<file path="config.mk">
export PLATFORM = sky130hd
export DESIGN_NAME = matrix_framebuffer
export DESIGN_NICKNAME = d
export VERILOG_FILES = /design/src/rtl/matrix_framebuffer.sv
export SDC_FILE = /design/constraint.sdc
export NUM_CORES = 1
export LEC_CHECK = 0
export BUFFER_PORTS_ARGS = -buffer_cell sky130_fd_sc_hd__buf_2
export CAP_MARGIN = 5
export CORE_ASPECT_RATIO = 1.4
export CORE_UTILIZATION = 63
export DETAILED_ROUTE_END_ITERATION = 16
export PLACE_DENSITY = 0.95
export SLEW_MARGIN = 5
export SYNTH_ARGS = -nofsm -noshare
export SYNTH_HDL_FRONTEND = slang
export SYNTH_SLANG_ARGS = --single-unit
export TNS_END_PERCENT = 10
</file>
<file path="constraint.sdc">
create_clock -name clk -period 2.6 [get_ports clk]
set_input_delay 0.26 -clock clk [delete_from_list [all_inputs] [get_ports clk]]
set_output_delay 0.26 -clock clk [all_outputs]
set_load 0.1 [all_outputs]
</file>
<file path="src/rtl/matrix_framebuffer.sv">
// Double-buffered 8x8 red/green LED matrix framebuffer. Pixels are written into a
// back buffer, which is copied to the front buffer on a scan frame boundary.
//
// state     | meaning
// ----------+--------------------------------------------------------------
// IDLE      | accepts pixel writes, clear and swap requests
// CLEAR     | zeroes one back-buffer row per cycle (rows 0..7)
// WAIT_SWAP | waits for frame_tick, then copies back buffer to the front buffer
module matrix_framebuffer (
  input  logic            clk,
  input  logic            reset_n,
  input  logic            wr_en,
  input  logic [2:0]      wr_row,
  input  logic [2:0]      wr_col,
  input  logic [1:0]      wr_color,
  input  logic            clear_req,
  input  logic            swap_req,
  input  logic            frame_tick,
  output logic [7:0][7:0] red_array,
  output logic [7:0][7:0] green_array,
  output logic            busy,
  output logic            swap_done
);

  typedef enum logic [1:0] {IDLE, CLEAR, WAIT_SWAP} state_t;

  state_t          state;
  logic [7:0][7:0] back_red;
  logic [7:0][7:0] back_green;
  logic            pending;
  logic [2:0]      clr_row;

  always_ff @(posedge clk or negedge reset_n) begin
    if (!reset_n) begin
      state       <= IDLE;
      back_red    <= '0;
      back_green  <= '0;
      red_array   <= '0;
      green_array <= '0;
      busy        <= 1'b0;
      swap_done   <= 1'b0;
      pending     <= 1'b0;
      clr_row     <= '0;
    end else begin
      swap_done <= 1'b0;
      case (state)
        IDLE: begin
          if (clear_req) begin
            // clear wins; a simultaneous swap is remembered for the end of CLEAR
            state   <= CLEAR;
            busy    <= 1'b1;
            clr_row <= '0;
            pending <= swap_req;
          end else begin
            if (wr_en) begin
              back_red[wr_row][wr_col]   <= wr_color[1];
              back_green[wr_row][wr_col] <= wr_color[0];
            end
            if (swap_req) begin
              state   <= WAIT_SWAP;
              busy    <= 1'b1;
              pending <= 1'b1;
            end
          end
        end
        CLEAR: begin
          back_red[clr_row]   <= '0;
          back_green[clr_row] <= '0;
          clr_row             <= clr_row + 3'd1;
          if (swap_req) pending <= 1'b1;
          if (clr_row == 3'd7) begin
            if (pending || swap_req) begin
              state <= WAIT_SWAP;
            end else begin
              state <= IDLE;
              busy  <= 1'b0;
            end
          end
        end
        WAIT_SWAP: begin
          if (frame_tick) begin
            red_array   <= back_red;
            green_array <= back_green;
            pending     <= 1'b0;
            state       <= IDLE;
            busy        <= 1'b0;
            swap_done   <= 1'b1;
          end
        end
        default: begin
          state <= IDLE;
          busy  <= 1'b0;
        end
      endcase
    end
  end

endmodule

</file>
## After elaboration in Yosys (flattened, before gate mapping)

Index checks and enable logic that the tools add are counted.

- Bits in registers: 264
- Bits in latches: 0
- Memory bits (writable): 0
- ROM bits: 0
- Output and inout port bits: 130
- Memories kept: 0

- Add/subtract/negate cells: 1
- Multiply operators: 0
- Divide/modulo/power cells: 0
- $lt $le $gt $ge: 6
- Equal/unequal tests: 10
- Shifts and indexed selects: 0
- Multiplexer cells: 33
- Bitwise logic cells: 3
- Reduce and logical (&&, ||, !) cells: 13

Operators by type and width:

| operator | count |
|---|---|
| $mux W64 | 4 |
| $pmux W64 S2 | 2 |
| $and A64 B64 Y64 | 2 |
| $bwmux W64 | 2 |
| $not A64 Y64 | 1 |
| $demux W8 S3 | 2 |
| $mux W8 | 2 |
| $lt A3 B4 Y1 const B | 3 |
| $ne A2 B2 Y1 const B | 6 |
| $mux W1 | 10 |
| $mux W2 | 5 |
| $ge A3 B1 Y1 const B | 3 |
| $pmux W1 S3 | 2 |
| $pmux W2 S3 | 1 |
| $pmux W3 S2 | 1 |
| $reduce_and A2 Y1 | 3 |
| $reduce_and A3 Y1 | 2 |
| $reduce_and A4 Y1 | 1 |
| $add A3 B1 Y3 const B | 1 |
| $demux W1 S3 | 1 |
| $eq A3 B3 Y1 const B | 1 |
| $logic_and A1 B1 Y1 | 3 |
| $mux W3 | 1 |
| $ne A3 B3 Y1 const B | 1 |
| 6 further kinds | 6 |

## Depth between registers and ports, before layout

Gate-level depths: netlist of the first run.

- Word-level depth: 10
- Mapped depth: 8

## Worst setup path before layout of the first run

No wires, ideal clock.

- Path kind: reg2reg
- Start point: register state[1]
- End point: register back_green[29] (netlist name)
- Arrival time: 1.592 ns
- Data required time: 2.465 ns
- Slack: 0.873 ns
- Stages on the path, launching flop included: 9
- Period minus slack after synthesis: 1.727 ns
- Cells stage by stage: dfrtp_1 > inv_1 > ha_1 > buf_4 > buf_4 > nand4b_2 > clkbuf_1 > o211ai_1 > o211ai_1

- Longest elaborated chain between the ends: 3
- Elaborated cells on any way between the ends: 7
- Those cells by class: eq/ne: 3; mux: 1; reduce/logical: 3

Ends and longest elaborated chain:

| what | line | source |
|---|---|---|
| start, declared | 27 | `state_t state;` |
| start signal, assigned | 35 | `state <= IDLE;` |
| start signal, assigned | 50 | `state <= CLEAR;` |
| start signal, assigned | 60 | `state <= WAIT_SWAP;` |
| $logic_not A2 Y1 / $eq A2 B1 Y1 (equally long branches) | 46 | `case (state)` |
| $ne A2 B2 Y1 (no source line) / $reduce_bool A2 Y1 (equally long branches) | - |  |
| $reduce_and A3 Y1 (no source line) | - |  |
| end signal, assigned by index | 57 | `back_green[wr_row][wr_col] <= wr_color[0];` |
| end, declared | 29 | `logic [7:0][7:0] back_green;` |

Parallel ways exist; a longest one is shown, timed or not.
A chain may end at the register's enable or synchronous reset.

## Final worst setup path of the first run

- Start point: register state[1]
- End point: register back_red[45] (netlist name)

- Longest elaborated chain between the ends: 3
- Elaborated cells on any way between the ends: 7
- Those cells by class: eq/ne: 3; mux: 1; reduce/logical: 3

Ends and longest elaborated chain:

| what | line | source |
|---|---|---|
| $logic_not A2 Y1 / $eq A2 B1 Y1 (equally long branches) | 46 |  |
| $ne A2 B2 Y1 (no source line) / $reduce_bool A2 Y1 (equally long branches) | - |  |
| $reduce_and A3 Y1 (no source line) | - |  |
| end signal, assigned by index | 56 | `back_red[wr_row][wr_col] <= wr_color[1];` |
| end, declared | 28 | `logic [7:0][7:0] back_red;` |

Parallel ways exist; a longest one is shown, timed or not.

==> flow_metrics.env, run 1 <==
export IMPL_startpoint="state[1]$_DFFE_PN0P_"
export IMPL_floorplan_die_area_um2=20600
export IMPL_post_route_period_util=0.902
export IMPL_ys_types=45
export IMPL_register_area_um2=6610
export IMPL_layout_min_cycle_time_ns=2.34
export IMPL_gp_routability_congestion=0.917
export IMPL_cts_reportedPaths_clkPinSlew_ns=0.07
export IMPL_min_delay_start="swap_req"
export IMPL_cp_start_kind="flip-flop"
export IMPL_route_final_wire_length_um=36400
export IMPL_detail_route_vias_per_cell=6.88
export IMPL_synth_sequential_area_ratio=0.525
export IMPL_mapped_avg_cell_area_um2=9.96
export IMPL_syn_instance_count=1263
export IMPL_layout_cells_most_common="sky130_fd_sc_hd__dfrtp_1"
export IMPL_critPathMaxFanout=8
export IMPL_critical_path_reg2reg_endpoint="back_red[45]$_DFFE_PN0P_"
export IMPL_setup_violations=0
export IMPL_area_growth_syn_to_fin_pct=13.3
export IMPL_clock_root_buffer="sky130_fd_sc_hd__clkbuf_16"
export IMPL_firstDrtPassIters=6
export IMPL_dominantRegCellSynth="sky130_fd_sc_hd__dfrtp_1"
export IMPL_ant_nets=0
export IMPL_cts_max_path_buffers=3
export IMPL_fmaxAchievable_mhz=427
export IMPL_cts_repair_resize_count=0
export IMPL_edff_count_synth=0
export IMPL_clkSinkCount=264
export IMPL_synth_ff_latch_count=264
export IMPL_result_of_the_run="completed"
export IMPL_synthesis_warnings=0
export IMPL_overflow=0
export IMPL_max_slew_worst_pin_slew_ns=0.963
export IMPL_detailed_place_hpwl_um=22100
export IMPL_min_delay_worst_endpoint="pending$_DFFE_PN0P_"
export IMPL_via_count=11044
export IMPL_syn_nets=1285
export IMPL_multi_input_area_um2=4840
export IMPL_die_h_um=169
export IMPL_worstPathRequired_ns=2.96
export IMPL_critical_path_class="reg2reg"
export IMPL_fin_tns_setup_ns=0
export IMPL_holdCritPathClass="in2reg"
export IMPL_cts_htree_levels=1
export IMPL_layout_drive_gt1_share=0.210
export IMPL_fp_row_count=60
export IMPL_place_port_buffers=143
export IMPL_timing_max_slew_rel_slack=0.358
export IMPL_most_frequent_cells_in_the_layout="264 x sky130_fd_sc_hd__dfrtp_1, 215 x sky130_fd_sc_hd__o211ai_1, 142 x sky130_fd_sc_hd__buf_2"
export IMPL_wire_per_inst_um=22.6
export IMPL_drt_drc_violations_left=0
export IMPL_cap_violations=0
export IMPL_grt_max_degree=90
export IMPL_drv_slew=0
export IMPL_clk_insertion_delay_late_ns=0.52
export IMPL_regToRegStartpoint="state[1]$_DFFE_PN0P_"
export IMPL_worstPathArrival_ns=2.70
export IMPL_first_iter_violations=1459
export IMPL_top_level_ports=144
export IMPL_count_of_fill_cells_added_during_filler_insertion=1185
export IMPL_postCtsHoldBufs=1
export IMPL_number_of_global_route_vias_before_repair=10882
export IMPL_final_hold_violation_count=0
export IMPL_whs_path_depth=3
export IMPL_placeableCoreArea_um2=19400
export IMPL_asyncSetResetFlopFracSynth=1.00
export IMPL_initial_util=0.650
export IMPL_numCtsBuffers=24
export IMPL_synthesis_area_um2=12600
export IMPL_dieWidth_um=121
export IMPL_ff2ff_setup_slack_ns=0.26
export IMPL_num_nets_final=1361
export IMPL_worst_setup_path_end_kind="flip-flop"
export IMPL_grt_setup_unrepaired="no"
export IMPL_antenna_found_initial=3
export IMPL_post_cts_buffers=0
export IMPL_grt_total_usage=0.356
export IMPL_clock_tree_from_tritoncts="done"
export IMPL_reg2regPathDepth=5
export IMPL_global_route_wire_length_before_repair_um=57400
export IMPL_final_setup_skew_ns=0.00914
## cells in the mapped netlist, drive strengths merged (2+ instances only)
cell type | count | area share
a211o | 2 | 0.0014
a22oi | 4 | 0.0024
a31oi | 2 | 0.00099
a32o | 2 | 0.0016
and3 | 2 | 0.00099
and3b | 4 | 0.0028
and4b | 4 | 0.0032
buf | 74 | 0.035
clkbuf | 59 | 0.018
dfrtp | 264 | 0.53
ha | 8 | 0.0080
inv | 134 | 0.040
mux2 | 3 | 0.0027
nand2 | 130 | 0.039
nand2b | 7 | 0.0035
nand3 | 128 | 0.051
nand3b | 2 | 0.0012
nand4 | 2 | 0.00099
nand4b | 7 | 0.0054
nand4bb | 9 | 0.0081
nor2 | 4 | 0.0012
nor3b | 2 | 0.0020
nor4b | 4 | 0.0076
nor4bb | 6 | 0.0048
o211ai | 255 | 0.17
o21ai | 130 | 0.052
or4b | 5 | 0.0055
## final cells by class
cell class,count,share of cell area
sequential,264,0.463
clock buffer,38,0.0550
inverter,134,0.0353
tap,248,0.0218
antenna,2,0.000351
timing repair buffer,183,0.0809
clock inverter,4,0.00351
multi-input combinational,732,0.340
## cells by family after synthesis
family          Yosys count  synth area share
flops                   264             0.525
compound gates          400             0.230
fa+ha+maj                 8           0.00795
buf+inv                 267            0.0932
mux                       4           0.00348
simple gates            320             0.141
## per-stage QoR
step / instance area (µm²) / setup slack [ns] / hold WS, ns / util / instances
global route: 14300 / 0.152 / 0.130 / 0.736 / 1604
finish: 14300 / 0.256 / 0.108 / 0.736 / 1605
global placement: 13400 / 0.611 / 0.320 / 0.692 / 1560
CTS: 14300 / 0.348 / 0.0876 / 0.736 / 1603
detailed placement: 13400 / 0.434 / 0.317 / 0.692 / 1560
floorplan: 12600 / 0.873 / -0.0356 / - / 1263
## critical path: stages (launching register included)
cell and delay, ns:
sky130_fd_sc_hd__dfrtp_1 0.42, sky130_fd_sc_hd__inv_1 0.18, sky130_fd_sc_hd__ha_1 0.34, sky130_fd_sc_hd__nand3b_1 0.28, sky130_fd_sc_hd__a22oi_1 0.75, sky130_fd_sc_hd__o211ai_1 0.20
## how the worst max path moves through the flow
| stage | to | slack, ns |
|---|---|---|
| 4_1_cts | back_red[45]$_DFFE_PN0P_ | 0.35 |
| 6_report | back_red[45]$_DFFE_PN0P_ | 0.26 |
| 3_3_place_gp | back_green[50]$_DFFE_PN0P_ | 0.61 |
| 3_5_place_dp | back_red[48]$_DFFE_PN0P_ | 0.43 |
| 5_1_grt | back_red[45]$_DFFE_PN0P_ | 0.15 |
| 2_1_floorplan | back_green[29]$_DFFE_PN0P_ | 0.87 |
## sequential cells by signal (all words and copies together), names as in the netlist
signal,flops
back_green,64
back_red,64
busy,1
clr_row,3
green_array,64
pending,1
red_array,64
state,2
swap_done,1
## per-layer routing
metal,share of wire,global-route usage
met3,0.10,0.0675
met5,0.00036,0
met2,0.48,0.574
met4,0.077,0.240
met1,0.34,0.434
Power of run 1 is left out: the tool's default activity adds up to more than one toggle a clock period on the data nets, which glitch-free logic cannot reach.
==> inputs of run 2 (changes only) <==
Settings changed: SETUP_SLACK_MARGIN set to 0.4.
==> run 2 against run 1 <==
Compared with the run above:
- clock skew decreased by 0.0013 ns
- die area unchanged
- utilization increased by 0.077 points
- register-to-register slack improved by 0.05 ns
- via count decreased by 0.28%
- maximum frequency increased by 2.0%
- wire length increased by 0.38%
- first-iteration DRC count decreased by 1.0%
==> flow_metrics.env, run 2 (synthesized netlist as in run 1, its figures left out) <==
export IMPL_ff2ff_setup_slack_ns=0.30
export IMPL_cap_violations=0
export IMPL_detailed_place_hpwl_um=22100
export IMPL_first_iter_violations=1444
export IMPL_dieWidth_um=121
export IMPL_grt_setup_unrepaired="yes"
export IMPL_gp_routability_congestion=0.917
export IMPL_holdCritPathClass="in2reg"
export IMPL_drv_slew=0
export IMPL_overflow=0
export IMPL_grt_total_usage=0.356
export IMPL_global_route_wire_length_before_repair_um=57400
export IMPL_number_of_global_route_vias_before_repair=10882
export IMPL_via_count=11013
export IMPL_clkSinkCount=264
export IMPL_critical_path_reg2reg_endpoint="back_red[23]$_DFFE_PN0P_"
export IMPL_detail_route_vias_per_cell=6.86
export IMPL_worstPathArrival_ns=2.67
export IMPL_clock_root_buffer="sky130_fd_sc_hd__clkbuf_16"
export IMPL_fmaxAchievable_mhz=435
export IMPL_fp_row_count=60
export IMPL_regToRegStartpoint="state[1]$_DFFE_PN0P_"
export IMPL_layout_cells_most_common="sky130_fd_sc_hd__dfrtp_1"
export IMPL_cts_max_path_buffers=3
export IMPL_worst_setup_path_end_kind="flip-flop"
export IMPL_antenna_found_initial=3
export IMPL_initial_util=0.650
export IMPL_post_route_period_util=0.884
export IMPL_post_cts_buffers=0
export IMPL_floorplan_die_area_um2=20600
export IMPL_route_final_wire_length_um=36500
export IMPL_min_delay_start="swap_req"
export IMPL_placeableCoreArea_um2=19400
export IMPL_ant_nets=0
export IMPL_worstPathRequired_ns=2.97
export IMPL_setup_violations=0
export IMPL_critPathMaxFanout=45
export IMPL_wire_per_inst_um=22.7
export IMPL_reg2regPathDepth=7
export IMPL_clk_insertion_delay_late_ns=0.52
export IMPL_cts_htree_levels=1
export IMPL_drt_drc_violations_left=0
export IMPL_whs_path_depth=3
export IMPL_firstDrtPassIters=7
export IMPL_timing_max_slew_rel_slack=0.333
export IMPL_fin_tns_setup_ns=0
export IMPL_layout_drive_gt1_share=0.212
export IMPL_area_growth_syn_to_fin_pct=13.4
export IMPL_max_slew_worst_pin_slew_ns=1.00
export IMPL_grt_max_degree=90
export IMPL_most_frequent_cells_in_the_layout="264 x sky130_fd_sc_hd__dfrtp_1, 215 x sky130_fd_sc_hd__o211ai_1, 142 x sky130_fd_sc_hd__buf_2"
export IMPL_die_h_um=169
export IMPL_place_port_buffers=143
export IMPL_clock_tree_from_tritoncts="done"
export IMPL_result_of_the_run="completed"
export IMPL_final_setup_skew_ns=0.00786
export IMPL_final_hold_violation_count=0
export IMPL_numCtsBuffers=24
export IMPL_fraction_of_the_core_area_covered_by_cells_at_the_end_of_the_flow=0.737
export IMPL_min_delay_worst_endpoint="pending$_DFFE_PN0P_"
export IMPL_top_level_ports=144
export IMPL_cp_start_kind="flip-flop"
export IMPL_layout_min_cycle_time_ns=2.30
export IMPL_critical_path_class="reg2reg"
export IMPL_cts_reportedPaths_clkPinSlew_ns=0.06
export IMPL_num_nets_final=1361
[run 2: cell counts in the layout (fill, tap and decap cells not counted)]
No cell type changed its count.
[run 2: layer usage]
| layer | track usage | vias to the layer above | share of wire |
|---|---|---|---|
| met2 | 0.574 | 851 | 0.48 |
| met4 | 0.240 | 0 | 0.073 |
| met1 | 0.434 | 5293 | 0.34 |
| li1 | - | 4636 | - |
| met5 | 0 | - | 0 |
| met3 | 0.0675 | 233 | 0.10 |
[run 2: critical path, cell delays in order (launching register included)]
cell,delay [ns]
sky130_fd_sc_hd__dfrtp_1,0.42
sky130_fd_sc_hd__inv_1,0.19
sky130_fd_sc_hd__ha_4,0.21
sky130_fd_sc_hd__buf_4,0.55
sky130_fd_sc_hd__nand4bb_1,0.21
sky130_fd_sc_hd__buf_4,0.25
sky130_fd_sc_hd__o211ai_1,0.14
sky130_fd_sc_hd__o211ai_1,0.17
[run 2: final cells by class]
type / count / area, µm²
Clock inverter: 4 / 50.0
Multi-Input combinational cell: 732 / 4860
Inverter: 134 / 503
Timing Repair Buffer: 183 / 1150
Fill cell: 1177 / 5100
Tap cell: 248 / 310
Sequential cell: 264 / 6610
Clock buffer: 38 / 785
Antenna cell: 2 / 5.00
[run 2: repair_timing]
action / in CTS / in global routing
endpoints found under the hold margin: 86 / 0
cloned: 0 / 0
setup endpoints to repair: 13 / 88
hold buffers: 1 / 0
gates resized for setup: 0 / 3
[run 2: stage by stage]
step / hold WS (ns) / cells / cell area [µm²] / worst slack [ns]
finish: 0.103 / 1605 / 14300 / 0.302
global route: 0.137 / 1604 / 14300 / 0.179
CTS: 0.0876 / 1603 / 14300 / 0.348
detailed placement: 0.317 / 1560 / 13400 / 0.434
global placement: 0.320 / 1560 / 13400 / 0.611
floorplan: -0.0356 / 1263 / 12600 / 0.873
[run 2: worst max-delay path by stage]
stage                                     from                    endpoint  slack [ns]  depth (start not counted)
final                     state[1]$_DFFE_PN0P_    back_red[23]$_DFFE_PN0P_        0.30                          7
after detailed placement  state[0]$_DFFE_PN0P_    back_red[48]$_DFFE_PN0P_        0.43                          6
after global placement    state[0]$_DFFE_PN0P_  back_green[50]$_DFFE_PN0P_        0.61                          6
after floorplan           state[1]$_DFFE_PN0P_  back_green[29]$_DFFE_PN0P_        0.87                          8
after CTS                 state[0]$_DFFE_PN0P_    back_red[45]$_DFFE_PN0P_        0.35                          5
after global routing      state[1]$_DFFE_PN0P_    back_red[34]$_DFFE_PN0P_        0.18                          6
Power of run 2 is left out for the same reason.
==> inputs of run 3 (changes only) <==
Settings changed: CORE_MARGIN set to 2.
==> run 3 against run 2 <==
Compared with the run above:
- maximum frequency is 0.36% higher
- worst hold slack worse by 0.026 ns
- non-clock buffer count is 8 higher
- utilization is 1.7 points lower
==> flow_metrics.env, run 3 (synthesized netlist as in run 1, its figures left out) <==
export IMPL_wire_per_inst_um=22.6
export IMPL_clk_insertion_delay_late_ns=0.54
export IMPL_clock_root_buffer="sky130_fd_sc_hd__clkbuf_16"
export IMPL_initial_util=0.637
export IMPL_gp_routability_congestion=0.900
export IMPL_top_level_ports=144
export IMPL_clock_tree_from_tritoncts="done"
export IMPL_place_port_buffers=143
export IMPL_route_final_wire_length_um=36600
export IMPL_post_route_period_util=0.881
export IMPL_layout_min_cycle_time_ns=2.29
export IMPL_fmaxAchievable_mhz=437
export IMPL_holdCritPathClass="in2reg"
export IMPL_worstPathRequired_ns=2.94
export IMPL_dieWidth_um=123
export IMPL_ant_nets=0
export IMPL_area_growth_syn_to_fin_pct=13.1
export IMPL_detailedPlace_worstSlack_ns=0.258
export IMPL_grt_max_degree=88
export IMPL_drt_drc_violations_left=0
export IMPL_overflow=0
export IMPL_critPathMaxFanout=24
export IMPL_critical_path_class="reg2reg"
export IMPL_fp_row_count=61
export IMPL_cp_start_kind="flip-flop"
export IMPL_via_count=10942
export IMPL_final_hold_violation_count=0
export IMPL_result_of_the_run="completed"
export IMPL_setup_violations=0
export IMPL_num_nets_final=1369
export IMPL_first_iter_violations=1665
export IMPL_layout_cells_most_common="sky130_fd_sc_hd__dfrtp_1"
export IMPL_timing_max_slew_rel_slack=0.506
export IMPL_die_h_um=171
export IMPL_fraction_of_the_core_area_covered_by_cells_at_the_end_of_the_flow=0.720
export IMPL_register_area_um2=6610
export IMPL_worst_setup_path_end_kind="flip-flop"
export IMPL_placeableCoreArea_um2=19800
export IMPL_antenna_found_initial=4
export IMPL_floorplan_die_area_um2=21100
export IMPL_cts_reportedPaths_clkPinSlew_ns=0.08
export IMPL_cap_violations=0
export IMPL_fin_tns_setup_ns=0
export IMPL_worstPathArrival_ns=2.63
export IMPL_final_setup_margin_ns=0.310
export IMPL_drv_slew=0
export IMPL_firstDrtPassIters=7
export IMPL_most_frequent_cells_in_the_layout="264 x sky130_fd_sc_hd__dfrtp_1, 215 x sky130_fd_sc_hd__o211ai_1, 142 x sky130_fd_sc_hd__buf_2"
export IMPL_numCtsBuffers=24
export IMPL_count_of_fill_cells_added_during_filler_insertion=1239
export IMPL_grt_total_usage=0.342
export IMPL_global_route_wire_length_before_repair_um=56900
export IMPL_final_setup_skew_ns=0.0308
export IMPL_detail_route_vias_per_cell=6.77
export IMPL_cts_htree_levels=1
export IMPL_number_of_global_route_vias_before_repair=10825
export IMPL_multi_input_area_um2=4860
export IMPL_cts_max_path_buffers=3
export IMPL_max_slew_worst_pin_slew_ns=0.741
export IMPL_grt_setup_unrepaired="yes"
export IMPL_clkSinkCount=264
export IMPL_detailed_place_hpwl_um=22300
export IMPL_layout_drive_gt1_share=0.214
run 3: cell count changes in the layout (fill, tap and decap cells not counted), sizes merged:
cell	change
clkinvlp	-1
clkbuf	-4
buf	+8
clkinv	+4
diode	+1
run 3: routing by layer:
| metal | part of all wire | track usage | up-vias |
|---|---|---|---|
| met3 | 0.099 | 0.0660 | 214 |
| met1 | 0.35 | 0.427 | 5273 |
| li1 | - | - | 4664 |
| met4 | 0.069 | 0.218 | 2 |
| met2 | 0.48 | 0.543 | 789 |
| met5 | 0.00036 | 0 | - |
run 3: worst max-delay path: stages, from the launching register on:
cell and delay (ns):
sky130_fd_sc_hd__dfrtp_1 0.42, sky130_fd_sc_hd__inv_1 0.18, sky130_fd_sc_hd__ha_4 0.32, sky130_fd_sc_hd__buf_4 0.36
sky130_fd_sc_hd__nand4b_1 0.19, sky130_fd_sc_hd__buf_4 0.22, sky130_fd_sc_hd__o211ai_1 0.12, sky130_fd_sc_hd__o211ai_1 0.27
run 3: per-stage QoR:
step	std cells	hold WS (ns)	area, µm²
2_1_floorplan	1263	-0.0356	12600
3_3_place_gp	1568	0.315	13400
3_5_place_dp	1568	0.318	13400
4_1_cts	1611	0.0658	14200
5_1_grt	1617	0.127	14200
6_report	1617	0.0768	14200
run 3: timing repair:
item,CTS,global route
cloned,0,0
resized for setup,0,5
pin swaps,1,1
endpoints found under the hold margin,82,0
hold buffers,1,0
setup endpoints to repair,83,131
buffers inserted,1,3
run 3: cell type report:
class                   count  area share
diodes                      3    0.000528
clock inverters             7     0.00466
clock buffers              34      0.0499
repair buffers            191      0.0817
well taps                 252      0.0222
flip-flops and latches    264       0.464
inverters                 134      0.0353
multi-input cells         732       0.342
run 3: final timing paths:
check / startpoint / to / slack, ns / cells after the start
worst min register to register: red_array[36]$_DFFE_PN0P_ / red_array[36]$_DFFE_PN0P_ / 0.48 / 2
worst max-delay path: state[1]$_DFFE_PN0P_ / back_red[44]$_DFFE_PN0P_ / 0.31 / 7
worst max register to register: state[1]$_DFFE_PN0P_ / back_red[44]$_DFFE_PN0P_ / 0.31 / 7
max in group asynchronous: reset_n / green_array[14]$_DFFE_PN0P_ / 1.44 / 3
min in group asynchronous: reset_n / back_green[45]$_DFFE_PN0P_ / 0.32 / 2
worst min-delay path: swap_req / pending$_DFFE_PN0P_ / 0.08 / 3
Power of run 3 is left out for the same reason.
